`config.mk`:
```
export PLATFORM = sky130hd
export DESIGN_NAME = commu_push_flat
export DESIGN_NICKNAME = d
export VERILOG_FILES = /design/src/rtl/commu_push_if.sv /design/src/rtl/commu_push.sv /design/src/flat_wrapper.sv
export SDC_FILE = /design/constraint.sdc
export NUM_CORES = 1
export LEC_CHECK = 0
export ABC_CLOCK_PERIOD_IN_PS = 2350
export BUFFER_PORTS_ARGS = -buffer_cell sky130_fd_sc_hd__buf_2
export CORE_MARGIN = 2
export CORE_UTILIZATION = 49
export CTS_CLUSTER_DIAMETER = 80
export CTS_CLUSTER_SIZE = 28
export DETAILED_ROUTE_END_ITERATION = 7
export GPL_TIMING_DRIVEN = 1
export PLACE_DENSITY = 0.74
export SYNTH_ARGS = -nofsm -noshare
export SYNTH_HDL_FRONTEND = slang
export SYNTH_SLANG_ARGS = --single-unit
```
`constraint.sdc`:
```
create_clock -name clk_sys -period 2.35 [get_ports clk_sys]
set_input_delay 0 -clock clk_sys [delete_from_list [all_inputs] [get_ports clk_sys]]
set_output_delay 0 -clock clk_sys [all_outputs]
set_load 0.05 [all_outputs]
```
`src/rtl/commu_push_if.sv`:
```
// Bundle between commu_push and its neighbours: sequencer handshake,
// slot-buffer read port and the byte transmit channel.
interface commu_push_if;
    logic        fire_push;
    logic        done_push;
    logic        buf_rd;
    logic [7:0]  buf_addr;
    logic [15:0] buf_q;
    logic [7:0]  tx_dat;
    logic        tx_vld;
    logic        tx_rdy;
    logic [7:0]  push_sum;

    modport master (
        input  fire_push, buf_q, tx_rdy,
        output done_push, buf_rd, buf_addr, tx_dat, tx_vld, push_sum
    );

    modport slave (
        output fire_push, buf_q, tx_rdy,
        input  done_push, buf_rd, buf_addr, tx_dat, tx_vld, push_sum
    );
endinterface

```
`src/rtl/commu_push.sv`:
```
// Payload-push stage: reads DATA_LEN words from the slot buffer and sends
// them high byte first on the transmit channel, keeping a mod-256 byte sum.
module commu_push #(
    parameter int unsigned DATA_LEN  = 64,
    parameter logic [7:0]  BASE_ADDR = 8'h00
) (
    input  logic          clk_sys,
    input  logic          rst_n,
    commu_push_if.master  bus
);
    localparam logic [2:0] S_IDLE  = 3'd0;
    localparam logic [2:0] S_RD    = 3'd1;
    localparam logic [2:0] S_LATCH = 3'd2;
    localparam logic [2:0] S_TX_H  = 3'd3;
    localparam logic [2:0] S_TX_L  = 3'd4;
    localparam logic [2:0] S_DONE  = 3'd5;

    // Nine bits so that DATA_LEN = 256 still reaches its last index.
    localparam logic [8:0] LAST_IDX = 9'(DATA_LEN - 1);

    logic [2:0]  state_q, state_d;
    logic [8:0]  cnt_q, cnt_d;
    logic [7:0]  addr_q, addr_d;
    logic [7:0]  sum_q, sum_d;
    logic [15:0] word_q, word_d;

    function automatic logic [7:0] sum_add(input logic [7:0] acc, input logic [7:0] b);
        return acc + b;
    endfunction

    always_comb begin
        state_d = state_q;
        cnt_d   = cnt_q;
        addr_d  = addr_q;
        sum_d   = sum_q;
        word_d  = word_q;
        case (state_q)
            S_IDLE: begin
                if (bus.fire_push) begin
                    state_d = S_RD;
                    cnt_d   = '0;
                    addr_d  = BASE_ADDR;
                    sum_d   = '0;
                end
            end
            S_RD: begin
                state_d = S_LATCH;
            end
            S_LATCH: begin
                word_d  = bus.buf_q;
                state_d = S_TX_H;
            end
            S_TX_H: begin
                if (bus.tx_rdy) begin
                    sum_d   = sum_add(sum_q, word_q[15:8]);
                    state_d = S_TX_L;
                end
            end
            S_TX_L: begin
                if (bus.tx_rdy) begin
                    sum_d = sum_add(sum_q, word_q[7:0]);
                    if (cnt_q == LAST_IDX) begin
                        state_d = S_DONE;
                    end else begin
                        cnt_d   = cnt_q + 9'd1;
                        addr_d  = addr_q + 8'd1;
                        state_d = S_RD;
                    end
                end
            end
            S_DONE: begin
                state_d = S_IDLE;
            end
            default: begin
                state_d = S_IDLE;
            end
        endcase
    end

    always_ff @(posedge clk_sys or negedge rst_n) begin
        if (!rst_n) begin
            state_q <= S_IDLE;
            cnt_q   <= '0;
            addr_q  <= '0;
            sum_q   <= '0;
        end else begin
            state_q <= state_d;
            cnt_q   <= cnt_d;
            addr_q  <= addr_d;
            sum_q   <= sum_d;
        end
    end

    always_ff @(posedge clk_sys) begin
        word_q <= word_d;
    end

    // Outputs come only from flops; tx_dat is zero whenever tx_vld is low.
    assign bus.buf_rd    = (state_q == S_RD);
    assign bus.tx_vld    = (state_q == S_TX_H) || (state_q == S_TX_L);
    assign bus.done_push = (state_q == S_DONE);
    assign bus.buf_addr  = addr_q;
    assign bus.push_sum  = sum_q;
    assign bus.tx_dat    = (state_q == S_TX_H) ? word_q[15:8] :
                           (state_q == S_TX_L) ? word_q[7:0]  : 8'h00;
endmodule

```
`src/flat_wrapper.sv`:
```
// flat-port wrapper written by rule: the top's interface ports become plain ports
module commu_push_flat 
#(
    parameter int unsigned DATA_LEN  = 64,
    parameter logic [7:0]  BASE_ADDR = 8'h00
)
  (clk_sys, rst_n, bus_fire_push, bus_buf_q, bus_tx_rdy, bus_done_push, bus_buf_rd, bus_buf_addr, bus_tx_dat, bus_tx_vld, bus_push_sum);
  commu_push_if bus_i ();
  input  logic clk_sys;
  input  logic rst_n;
  input wire logic [$bits(bus_i.fire_push)-1:0] bus_fire_push;
  input wire logic [$bits(bus_i.buf_q)-1:0] bus_buf_q;
  input wire logic [$bits(bus_i.tx_rdy)-1:0] bus_tx_rdy;
  output wire logic [$bits(bus_i.done_push)-1:0] bus_done_push;
  output wire logic [$bits(bus_i.buf_rd)-1:0] bus_buf_rd;
  output wire logic [$bits(bus_i.buf_addr)-1:0] bus_buf_addr;
  output wire logic [$bits(bus_i.tx_dat)-1:0] bus_tx_dat;
  output wire logic [$bits(bus_i.tx_vld)-1:0] bus_tx_vld;
  output wire logic [$bits(bus_i.push_sum)-1:0] bus_push_sum;
  assign bus_i.fire_push = bus_fire_push;
  assign bus_i.buf_q = bus_buf_q;
  assign bus_i.tx_rdy = bus_tx_rdy;
  assign bus_done_push = bus_i.done_push;
  assign bus_buf_rd = bus_i.buf_rd;
  assign bus_buf_addr = bus_i.buf_addr;
  assign bus_tx_dat = bus_i.tx_dat;
  assign bus_tx_vld = bus_i.tx_vld;
  assign bus_push_sum = bus_i.push_sum;
  commu_push #(.DATA_LEN(DATA_LEN), .BASE_ADDR(BASE_ADDR)) u_core (.clk_sys(clk_sys), .rst_n(rst_n), .bus(bus_i));
endmodule
```
==> impl_metrics.json <==
{
  "synth_cells": 218,
  "synth-edff-count": 16,
  "drt_wl_total_microns": 5320,
  "synth-seq-cells": 44,
  "synthFlopType": "dfrtp_1",
  "finalWorstSetupSlack_ps": -65.9,
  "synth_top_area_frac": 0.300,
  "clkTransAtPathRegs_ps": 90,
  "post-dp-hpwl_microns": 3370,
  "synth_top_cells_by_count": "28 x dfrtp_1, 26 x nand2_1, 24 x o21ai_0",
  "yosys_warnings": 0,
  "r2r-end": "u_core.bus.push_sum[6]$_DFFE_PN0P_",
  "drtPass1Iterations": 4,
  "cts_max_level": 2,
  "drt-initial-drc-count": 126,
  "path_class": "flip-flop to flip-flop",
  "power.density_nw_per_um2": 1260,
  "p_sw_uw": 1830,
  "rsz0062_at_grt": "true",
  "vdd_ir_drop_max_v": 0.000673,
  "grt_usage": 0.207,
  "synth_nets": 248,
  "clockBufferDepth": 2,
  "status": "finished, violations left",
  "die_x_microns": 73.1,
  "design_area_sq_um": 3160,
  "vias": 1900,
  "antennaDiodeCount": 0,
  "fin_worst_skew_ps": 4.47,
  "critPathMaxStageDelay_ps": 420,
  "antenna_found_initial": 0,
  "arrival_ps": 2620,
  "drc": 0,
  "hp-class": "input pin to flip-flop",
  "synthArstFlopShare": 0.636,
  "dp_slack_ps": -146,
  "slew_headroom": 0.575,
  "pwr-share-comb": 0.564,
  "nNetsFinal": 328,
  "drv_cap": 0,
  "worstSetupStartpoint": "u_core.state_q[1]$_DFFE_PN0P_",
  "endpoint": "u_core.bus.push_sum[6]$_DFFE_PN0P_",
  "reg2reg_from": "u_core.state_q[1]$_DFFE_PN0P_",
  "p_seq_frac": 0.311,
  "die_area_sq_um": 5340,
  "yosysMostFrequentCell": "dfrtp_1",
  "fillers": 338,
  "synth.cell_area_sq_um": 2340,
  "cts_root_buffer": "clkbuf_8",
  "clock.fmax_mhz": 414,
  "avgSynthCellArea_sq_um": 10.7,
  "ys_seq_area_frac": 0.505,
  "worst_pin_slew_ps": 637,
  "leakagePower_uw": 0.00141,
  "hold_viol": 0,
  "row_count": 25,
  "failed_checks": "negative setup slack",
  "ff2ff_path_depth": 11,
  "wl_per_cell_microns": 15.1,
  "setup_viol": 1,
  "drtAntennaViolNets": 0,
  "period_share": 1.03,
  "die_y_microns": 73.1,
  "drive_gt1_frac": 0.348,
  "power_frac_clock": 0.125,
  "initial_utilization": 0.501,
  "cts_sinks": 44,
  "startpoint_type": "flip-flop",
  "r2r_slack_ps": -70,
  "numCtsBuffers": 5,
  "dpl_cell_area_sq_um": 2710,
  "grt_pass1_vias": 1780,
  "gp_congestion": 0.811,
  "cts_tree": "built",
  "required_ps": 2560,
  "vias_per_cell": 5.38,
  "core_area_sq_um": 4660,
  "post-route-min-period_ps": 2420,
  "cp_max_fo": 3,
  "io_pins": 47,
  "grt_max_degree": 29,
  "gr-total-overflow": 0,
  "path_cells": "nor3b_4 -> buf_6 -> mux2_4 -> ha_4 -> inv_2 -> fa_2 -> nor2b_2 -> o21ai_2 -> a21oi_2 -> o31a_1 -> o31ai_1",
  "crit_path_end_kind": "flip-flop",
  "swShare": 0.459,
  "grt_pass1_wl_microns": 8400,
  "syn2layout_area_growth_pct": 35.4,
  "holdCritStartpoint": "bus_tx_rdy",
  "synth_area_leaders": "dfrtp_1 30%, edfxtp_1 21%, o21ai_0 5.1%",
  "io_buffers": 46,
  "cpMaxStageDelayCell": "dfrtp_1",
  "netlist.top_cell.by_area": "dfrtp_1",
  "synth_cell_types": 45,
  "slew_viol_final": 0,
  "internal-power_uw": 2150,
  "worstSkewPairLatency_ps": 300
}
worst max-delay path, delay by kind of cell (launching register included):
kind | cells | cell delay (ps)
AOI/OAI and AO/OA | 4 | 750
adders and majority gates | 2 | 350
buffers and inverters | 2 | 190
DFF | 1 | 420
muxes | 1 | 310
and+or+nand+nor | 2 | 300
logic make-up (layout without fill, tap and decap cells):
kind of cell | after synthesis | in the layout | share of synthesized area
muxes | 10 | 10 | 0.0471
and+or+nand+nor | 72 | 72 | 0.155
xor gates and xnor gates | 7 | 7 | 0.0262
buffers and inverters | 14 | 95 | 0.0300
adders and majority gates | 10 | 10 | 0.0567
AOI/OAI and AO/OA | 61 | 61 | 0.179
DFF | 44 | 44 | 0.505
power by group through the flow:
stage,clock network [uW],logic [uW],registers [uW]
finish,496,2250,1240
global route,550,2420,1270
CTS,511,2020,1220
detailed placement,0,1900,1230
global placement,0,1870,1220
floorplan,0,1170,1470
how the worst min path moves through the flow:
stage | to | slack (ps) | depth (start not counted)
finish | u_core.state_q[0]$_DFFE_PN0P_ | 80 | 3
global route | u_core.state_q[0]$_DFFE_PN0P_ | 90 | 3
CTS | u_core.state_q[0]$_DFFE_PN0P_ | 60 | 3
detailed placement | u_core.bus.buf_addr[0]$_DFFE_PN0P_ | 60 | 1
global placement | u_core.bus.buf_addr[0]$_DFFE_PN0P_ | 60 | 1
floorplan | u_core.bus.buf_addr[0]$_DFFE_PN0P_ | -300 | 0
placed cells by master, fill, tap and decap left out, types with 3 or more instances in the layout:
master,n
dlygate4sd3_1,17
buf_6,4
ha_4,7
clkbuf_8,5
nor2_1,13
dfrtp_1,28
mux2_2,4
xor2_1,5
nand2_1,26
buf_4,15
mux2_4,4
buf_2,46
nand3_1,9
o21ai_1,6
and3_1,6
edfxtp_1,16
a22o_1,10
o21ai_0,18
a21oi_2,3
o31ai_1,8
inv_1,4
through the flow:
stage	utilization	total power [uW]	hold slack [ps]	setup TNS [ps]	cells
after global routing	0.679	4240	90.7	-339	353
after detailed placement	0.581	3130	58.8	-368	321
after global placement	0.581	3090	56.3	-17.1	321
after floorplan	-	2640	-296	-178	218
after CTS	0.656	3750	61.5	-36.9	351
final	0.679	3980	84.8	-65.9	353
registers in the layout, indices dropped and copies added (netlist names):
signal,flops
u_core.cnt_q,9
u_core.state_q,3
u_core.bus.buf_addr,8
u_core.word_q,16
u_core.bus.push_sum,8
cell type report:
| type | count | area, sq um | share of cell area |
|---|---|---|---|
| clock buffers | 5 | 68.8 | 0.0217 |
| clock inverters | 3 | 26.3 | 0.00830 |
| inverters | 5 | 18.8 | 0.00593 |
| multi-input cells | 160 | 1240 | 0.393 |
| flip-flops and latches | 44 | 1180 | 0.373 |
| well taps | 54 | 67.6 | 0.0214 |
| repair buffers | 82 | 558 | 0.176 |
metal layers:
metal	global-route usage	routed length, microns
met2	0.328	2630
met3	0.0456	210
met5	0	0
met1	0.286	2430
met4	0.0597	61
timing repair:
item	4_1_cts	5_1_grt
gates cloned	0	0
resized for setup	8	20
endpoints found under the setup margin	3	3
pin swaps	6	10
hold buffers	17	0
buffers inserted	5	2
hold endpoints to repair	44	0
Note: power is estimated with default switching activity, not from simulation.
